==> config.mk <==
export PLATFORM = sky130hd
export DESIGN_NAME = divider_param
export DESIGN_NICKNAME = d
export VERILOG_FILES = /design/src/rtl/divider_pkg.sv /design/src/rtl/divider_step.sv /design/src/rtl/divider_param.sv
export SDC_FILE = /design/constraint.sdc
export NUM_CORES = 1
export LEC_CHECK = 0
export CAP_MARGIN = 20
export CORE_MARGIN = 1.5
export CORE_UTILIZATION = 59
export DETAILED_ROUTE_END_ITERATION = 6
export PLACE_DENSITY = 0.88
export SETUP_SLACK_MARGIN = 0.3
export SKIP_CTS_REPAIR_TIMING = 1
export SYNTH_ARGS = -nofsm -noshare
export SYNTH_HDL_FRONTEND = slang
export SYNTH_SLANG_ARGS = --single-unit
==> constraint.sdc <==
create_clock -name clock -period 8.7 [get_ports clock]
set_clock_uncertainty 0.2 [all_clocks]
set_input_delay 1.305 -clock clock [delete_from_list [all_inputs] [get_ports clock]]
set_output_delay 1.305 -clock clock [all_outputs]
set_load 0.02 [all_outputs]
==> src/rtl/divider_pkg.sv <==
// Shared types and helpers for the parametrised restoring divider.
package divider_pkg;

  typedef enum logic [2:0] {
    IDLE,
    CHECK,
    ITER,
    FIX,
    DONE
  } state_t;

  localparam int DEFAULT_WIDTH = 32;
  localparam int DIV_LAT_NORM  = DEFAULT_WIDTH + 3;
  localparam int DIV_LAT_EXC   = 2;

  // Normal-path latency for an arbitrary width (ctrl_DIV edge to resultRDY edge).
  function automatic int div_lat_norm(input int width);
    return width + 3;
  endfunction

  // Magnitude of a value held in the low bits of x; the caller truncates to its width.
  function automatic logic [63:0] abs_val(input logic [63:0] x, input logic neg);
    return neg ? (~x + 64'd1) : x;
  endfunction

endpackage

==> src/rtl/divider_step.sv <==
// One restoring-division step: shift {r,q} left, trial-subtract d, restore on borrow.
module divider_step
  import divider_pkg::*;
#(
  parameter int WIDTH = 32
) (
  input  logic [WIDTH-1:0] r,
  input  logic [WIDTH-1:0] q,
  input  logic [WIDTH-1:0] d,
  output logic [WIDTH-1:0] r_next,
  output logic [WIDTH-1:0] q_next
);

  logic [WIDTH:0]   r_sh;
  logic [WIDTH+1:0] diff;
  logic             borrow;
  logic             unused_diff_msb;

  assign r_sh   = {r, q[WIDTH-1]};
  assign diff   = {1'b0, r_sh} - {2'b00, d};
  assign borrow = diff[WIDTH+1];

  // r < d on entry, so a successful subtraction always fits in WIDTH bits.
  assign unused_diff_msb = diff[WIDTH];

  assign r_next = borrow ? r_sh[WIDTH-1:0] : diff[WIDTH-1:0];
  assign q_next = {q[WIDTH-2:0], ~borrow};

endmodule

==> src/rtl/divider_param.sv <==
// Iterative radix-2 restoring divider with signed mode, exceptions and restart on ctrl_DIV.
// Define DIVIDER_REMAINDER_EN to add the data_remainder output.
module divider_param
  import divider_pkg::*;
#(
  parameter int WIDTH = 32,
  parameter int CNT_W = $clog2(WIDTH + 2)
) (
  input  logic             clock,
  input  logic             reset,
  input  logic             ctrl_DIV,
  input  logic             ctrl_signed,
  input  logic [WIDTH-1:0] data_operandA,
  input  logic [WIDTH-1:0] data_operandB,
  output logic [WIDTH-1:0] data_result,
  output logic             data_exception,
  output logic             data_resultRDY,
  output logic             busy,
  output logic [CNT_W-1:0] counter
`ifdef DIVIDER_REMAINDER_EN
  ,
  output logic [WIDTH-1:0] data_remainder
`endif
);

  localparam logic [WIDTH-1:0] MIN_VAL = {1'b1, {(WIDTH-1){1'b0}}};

  state_t           state, state_next;
  logic [WIDTH-1:0] a_reg, b_reg, r_reg, q_reg, d_reg;
  logic [WIDTH-1:0] r_step, q_step, a_abs, b_abs;
  logic [CNT_W-1:0] cnt_reg;
  logic             sgn_reg, exc_pend;
  logic             neg_a, neg_b, div_zero, sgn_ovf;

  assign neg_a    = sgn_reg & a_reg[WIDTH-1];
  assign neg_b    = sgn_reg & b_reg[WIDTH-1];
  assign div_zero = (b_reg == '0);
  assign sgn_ovf  = sgn_reg && (a_reg == MIN_VAL) && (b_reg == '1);
  assign a_abs    = WIDTH'(abs_val(64'(a_reg), neg_a));
  assign b_abs    = WIDTH'(abs_val(64'(b_reg), neg_b));
  assign busy     = (state != IDLE);
  assign counter  = cnt_reg;

  divider_step #(.WIDTH(WIDTH)) u_step (
    .r      (r_reg),
    .q      (q_reg),
    .d      (d_reg),
    .r_next (r_step),
    .q_next (q_step)
  );

  always_ff @(posedge clock or posedge reset) begin
    if (reset) state <= IDLE;
    else       state <= state_next;
  end

  // A new ctrl_DIV always wins: it aborts whatever is in flight and restarts.
  always_comb begin
    state_next = state;
    if (ctrl_DIV) begin
      state_next = CHECK;
    end else begin
      case (state)
        IDLE:    state_next = IDLE;
        CHECK:   state_next = (div_zero || sgn_ovf) ? DONE : ITER;
        ITER:    state_next = (cnt_reg == CNT_W'(WIDTH - 1)) ? FIX : ITER;
        FIX:     state_next = DONE;
        DONE:    state_next = IDLE;
        default: state_next = IDLE;
      endcase
    end
  end

  always_ff @(posedge clock or posedge reset) begin
    if (reset) begin
      a_reg          <= '0;
      b_reg          <= '0;
      sgn_reg        <= 1'b0;
      r_reg          <= '0;
      q_reg          <= '0;
      d_reg          <= '0;
      cnt_reg        <= '0;
      exc_pend       <= 1'b0;
      data_result    <= '0;
      data_exception <= 1'b0;
      data_resultRDY <= 1'b0;
`ifdef DIVIDER_REMAINDER_EN
      data_remainder <= '0;
`endif
    end else begin
      data_resultRDY <= 1'b0;
      // The finishing operation still reports even if a new one starts on this edge.
      if (state == DONE) begin
        data_result    <= q_reg;
        data_exception <= exc_pend;
        data_resultRDY <= 1'b1;
`ifdef DIVIDER_REMAINDER_EN
        data_remainder <= r_reg;
`endif
      end
      if (ctrl_DIV) begin
        a_reg   <= data_operandA;
        b_reg   <= data_operandB;
        sgn_reg <= ctrl_signed;
        if (state != DONE) data_exception <= 1'b0;
      end else begin
        case (state)
          CHECK: begin
            cnt_reg <= '0;
            if (div_zero) begin
              q_reg    <= '0;
              r_reg    <= a_reg;
              exc_pend <= 1'b1;
            end else if (sgn_ovf) begin
              q_reg    <= MIN_VAL;
              r_reg    <= a_reg;
              exc_pend <= 1'b1;
            end else begin
              q_reg    <= a_abs;
              r_reg    <= '0;
              d_reg    <= b_abs;
              exc_pend <= 1'b0;
            end
          end
          ITER: begin
            r_reg   <= r_step;
            q_reg   <= q_step;
            cnt_reg <= cnt_reg + CNT_W'(1);
          end
          FIX: begin
            if (neg_a ^ neg_b) q_reg <= -q_reg;
`ifdef DIVIDER_REMAINDER_EN
            if (neg_a) r_reg <= -r_reg;
`endif
          end
          default: ;
        endcase
      end
    end
  end

endmodule
* Word level (Yosys, flattened, before mapping)
Index checks and enable logic that the tools add are counted.
** Storage, ports and cells
- Register bits after elaboration :: 205
- Bits in latches :: 0
- RAM bits :: 0
- Memory bits (read-only) :: 0
- Bits of input ports :: 68
- Output and inout port bits :: 41
- Word-level logic and storage cells :: 67
- Memories :: 0
** Cells by class
- Add/subtract/negate cells :: 5
- Multipliers :: 0
- Divide/modulo/power cells :: 0
- Order comparisons :: 0
- Eq/ne operators :: 9
- Shift operators :: 0
- Muxes and demuxes :: 21
- Bitwise logic cells :: 9
- Reduce and logical (&&, ||, !) cells :: 11
** Operators with widths (count)
- 2-to-1 mux 32 bit :: 8
- one-hot mux 32 bit (3 select lines) :: 1
- adder 32 x 1 -> 32 bit (second input constant) :: 2
- equality test 32 bit (second input constant) :: 2
- NOT 32 bit :: 2
- one-hot mux 32 bit (2 select lines) :: 1
- subtractor 33 x 32 -> 34 bit :: 1
- zero test 32 bit :: 1
- negation 32 bit :: 1
- one-hot mux 6 bit (2 select lines) :: 1
- one-hot mux 3 bit (3 select lines) :: 1
- 2-to-1 mux 1 bit :: 7
- adder 6 x 1 -> 6 bit (second input constant) :: 1
- equality test 3 x 2 -> 1 bit (second input constant) :: 2
- equality test 6 x 5 -> 1 bit (second input constant) :: 1
- 2-to-1 mux 3 bit :: 2
- nonzero test 3 bit :: 2
- NOT 1 bit :: 4
- AND reduction 2 bit :: 2
- AND reduction 4 bit :: 1
- equality test 3 x 1 -> 1 bit (second input constant) :: 1
- equality test 3 bit (second input constant) :: 1
- inequality test 3 bit (second input constant) :: 1
- AND reduction 3 bit :: 1
- 6 further kinds :: 8

* Longest topological paths before layout
- Depth after elaboration :: 7
- Mapped depth :: 14
- Mapped depth without buffers :: 13

* Modules after synthesis
A second synthesis with hierarchy kept.
** Unflattened totals
- Cell total of the unflattened synthesis :: 1439
- Area total of the unflattened synthesis :: 13360.3 um^2
** By module, submodules not included
- divider_param :: times used 1, cells each 1035, area each 10697.8 um^2, seq. area each 5129.9 um^2
- divider_step :: times used 1, cells each 404, area each 2662.6 um^2, seq. area each 0.0 um^2

* Worst setup path after synthesis
OpenSTA, ideal clock, no wires.
- Path type :: in2reg
- Start point :: in ctrl_DIV
- End point :: reg d_reg[13]
- Setup time :: 137 ps
- Arrival :: 2965 ps
- Data required time :: 8363 ps
- Path slack :: 5398 ps
- Stages on the path :: 7
- Path buffers :: 3
- Cells stage by stage :: clkbuf_1 -> nor4_4 -> nand2_1 -> nor3_2 -> buf_6 -> clkbuf_1 -> a21oi_1
** On the way
- Cells in the longest elaborated chain, start to end :: 2
** Ends and longest elaborated chain
- from (decl) :: line divider_param.sv:11 : input logic ctrl_DIV,
- NOT 1 bit (no source line)
- AND reduction 4 bit (no source line)
- to (signal assigned) :: line divider_param.sv:121 : d_reg <= b_abs;
- to (decl) :: line divider_param.sv:29 : logic [WIDTH-1:0] a_reg, b_reg, r_reg, q_reg, d_reg;
No other way between the ends.
A chain may end at the register's enable or synchronous reset.

* Final worst setup path
- Start point :: in ctrl_DIV
- End point :: reg cnt_reg[5], in the netlist counter[5]
** On the way
- Cells in the longest elaborated chain, start to end :: 2
** Ends and longest elaborated chain
- NOT 1 bit (no source line)
- AND reduction 2 bit (no source line)
- to (signal assigned) :: line divider_param.sv:128 : cnt_reg <= cnt_reg + CNT_W'(1);
- to (decl) :: line divider_param.sv:31 : logic [CNT_W-1:0] cnt_reg;
No other way between the ends.

==> flow_summary.toml <==
[drt]
wl_um = 32300
drc = 0
drt_iter0_drc = 1279
first_pass_iters = 6
num_vias = 11000
ant_nets = 0
post_drt_wl_per_cell_um = 19.1
via_per_inst = 6.47

[sta]
min_period_ns = 4.36
hold_viol = 0
rsz0062_at_grt = "no"
max_slew_margin_pct = 30.5
min_period_over_period_pct = 50.1
fin_tns_setup_ns = 0
setup_viol = 0
max_freq_ghz = 0.229
worst_slew_pin_slew_ns = 1.04
slew_violations = 0
layout_setup_ws_ns = 4.34

[cts]
cts.sinks = 205
clkSlewWorstSetupHoldPaths_ns = 0.06
cts_tree = "yes"
ctsLongestPathBuffers = 3
clockRootBuffer = "clkbuf_16"
cts-buffers-inserted = 23
htreeDepth = 1
clk_latency_ns = 0.51

[logic_synthesis]
synthTopCellsByArea = "dfrtp_1, mux2_2, a21oi_1"
netlist.area_leader.share_pct = 41.2
synthesis.nets = 1447
synth.most_common_cell = "dfrtp_1"
ys_warn_count = 0
yosysTopAreaCell = "dfrtp_1"
synth_cell_types = 76
synth-async-reset-ratio_pct = 100
synth_area_um2 = 12500
yosys-top-cells-count = "dfrtp_1, a21oi_1, nor2_1"
ys_seq_area_share_pct = 41.2
synth_area_per_cell_um2 = 9.29
synth_edf_count = 0
ys_ff_latch = 205
netlist_instances = 1341
synth_ff_type = "dfrtp_1"

[min_path]
hold_class = "reg -> reg"

[die]
die_h_um = 148
die_x_um = 148
ios = 109
die_area_um2 = 22000
core_um2 = 20500
row_count = 52
initial_utilization_pct = 60.8

[placed_design]
place_congestion = 0.912
port_buffers = 108
dp.final_hpwl_um = 22000
dp_slack_ns = 3.95
dpl.cell_count = 1655
postPlaceCellArea_um2 = 13700

[global_routing]
grt_pass1_wl_um = 52900
grt_usage_pct = 29.7
grt_pass1_vias = 10800
antenna_found_initial = 0
grt_start_max_net_pins = 132
gr-total-overflow = 0

[flow_run]
max_cap_viol_count = 0

[power]
p_leak_uw = 0.00603
ir_drop_mv = 0.152
p_per_area_nw_per_um2 = 270

[cells_and_area]
diodes = 0
layout.nets = 1516
final.fill_count = 1507
syn2layout_area_growth_pct = 15.7
finish.instance_area_um2 = 14400
drive_above_1_share_pct = 11.4
stdcell_count = 1692

[outcome]
status = "finished, final reports clean"

[setup_path]
arrival_ns = 4.54
crit_path_end_kind = "flip-flop"
start_kind = "primary input"
path_class = "in -> reg"
path_max_fanout = 80
required_ns = 8.88
-- layout make-up --
cell class	count	area [µm²]	area share, %
clock inverters	5	77.6	0.538
repair buffers	122	1180	8.19
inverters	58	225	1.56
multi-input cells	1000	6790	47.1
flip-flops and latches	205	5130	35.6
well taps	270	338	2.34
clock buffers	32	679	4.71
-- logic make-up (layout without fill, tap and decap cells) --
kind of cell | count (synthesis) | count (layout) | share of synthesized area, %
simple gates | 376 | 376 | 15.1
xor+xnor | 83 | 83 | 5.83
flops | 205 | 205 | 41.2
buf+inv | 136 | 217 | 4.43
fa+ha+maj | 38 | 38 | 3.88
mux | 118 | 118 | 10.4
compound gates | 385 | 385 | 19.2
-- report_power, final --
group | switching, µW | internal [µW] | total (µW)
Clock | 384 | 597 | 981
Combinational | 785 | 659 | 1440
Sequential | 271 | 1190 | 1470
-- per-stage QoR --
stage,hold WS [ns],util [%],power (µW)
5_1_grt,0.323,70.4,4110
6_report,0.306,70.4,3890
2_1_floorplan,0.251,-,2440
3_3_place_gp,0.282,66.7,2820
4_1_cts,0.308,70.4,3880
3_5_place_dp,0.295,66.7,2880
-- metal layers --
metal | up-vias | track usage (%) | routed length (µm)
met5 | - | 0 | 0
met4 | 0 | 13.4 | 1350
met2 | 576 | 48.2 | 15200
li1 | 4977 | - | -
met3 | 118 | 4.51 | 2700
met1 | 5279 | 39.4 | 13100
-- layout by cell type (no fill, tap or decap), types with 9 or more instances in the layout --
cell type,netlist,routed
a21o_1,13,13
inv_1,58,57
xor2_1,39,39
dfrtp_1,205,205
mux2_2,89,89
mux2i_1,29,29
a21oi_1,117,117
and3_1,9,9
ha_1,37,37
a22oi_1,25,25
or3_1,10,10
nand4_1,14,14
nor2_1,117,117
nor2b_1,9,9
nor3_1,24,23
buf_4,0,14
nand2_1,107,107
nand2b_1,10,10
a31oi_1,21,21
o21ai_0,100,100
clkbuf_16,0,23
nand3_1,18,18
xnor2_1,44,44
o31ai_1,19,19
clkdlybuf4s50_1,0,107
a22o_1,10,10
nor4_1,11,11
-- critical path: stages --
cell and delay, ns:
buf_2 0.10, buf_4 0.37, nor4_4 0.37, buf_4 0.54, and2_1 0.47, nand2_1 0.61, nor2_1 0.36, nand3_1 0.12
o211ai_1 0.10, o21ai_0 0.11
-- final timing paths --
check | from | depth (start not counted) | slack, ns | to
min in group asynchronous | reset | 2 | 1.20 | b_reg[0]
max reg2reg | q_reg[31] | 10 | 4.45 | r_reg[9]
min | data_result[13] | 1 | 0.31 | data_result[13]
min reg2reg | data_result[13] | 1 | 0.31 | data_result[13]
max | ctrl_DIV | 10 | 4.34 | counter[5]
max in group asynchronous | reset | 3 | 5.59 | data_result[25]
Power figures use the tool's default switching activity.
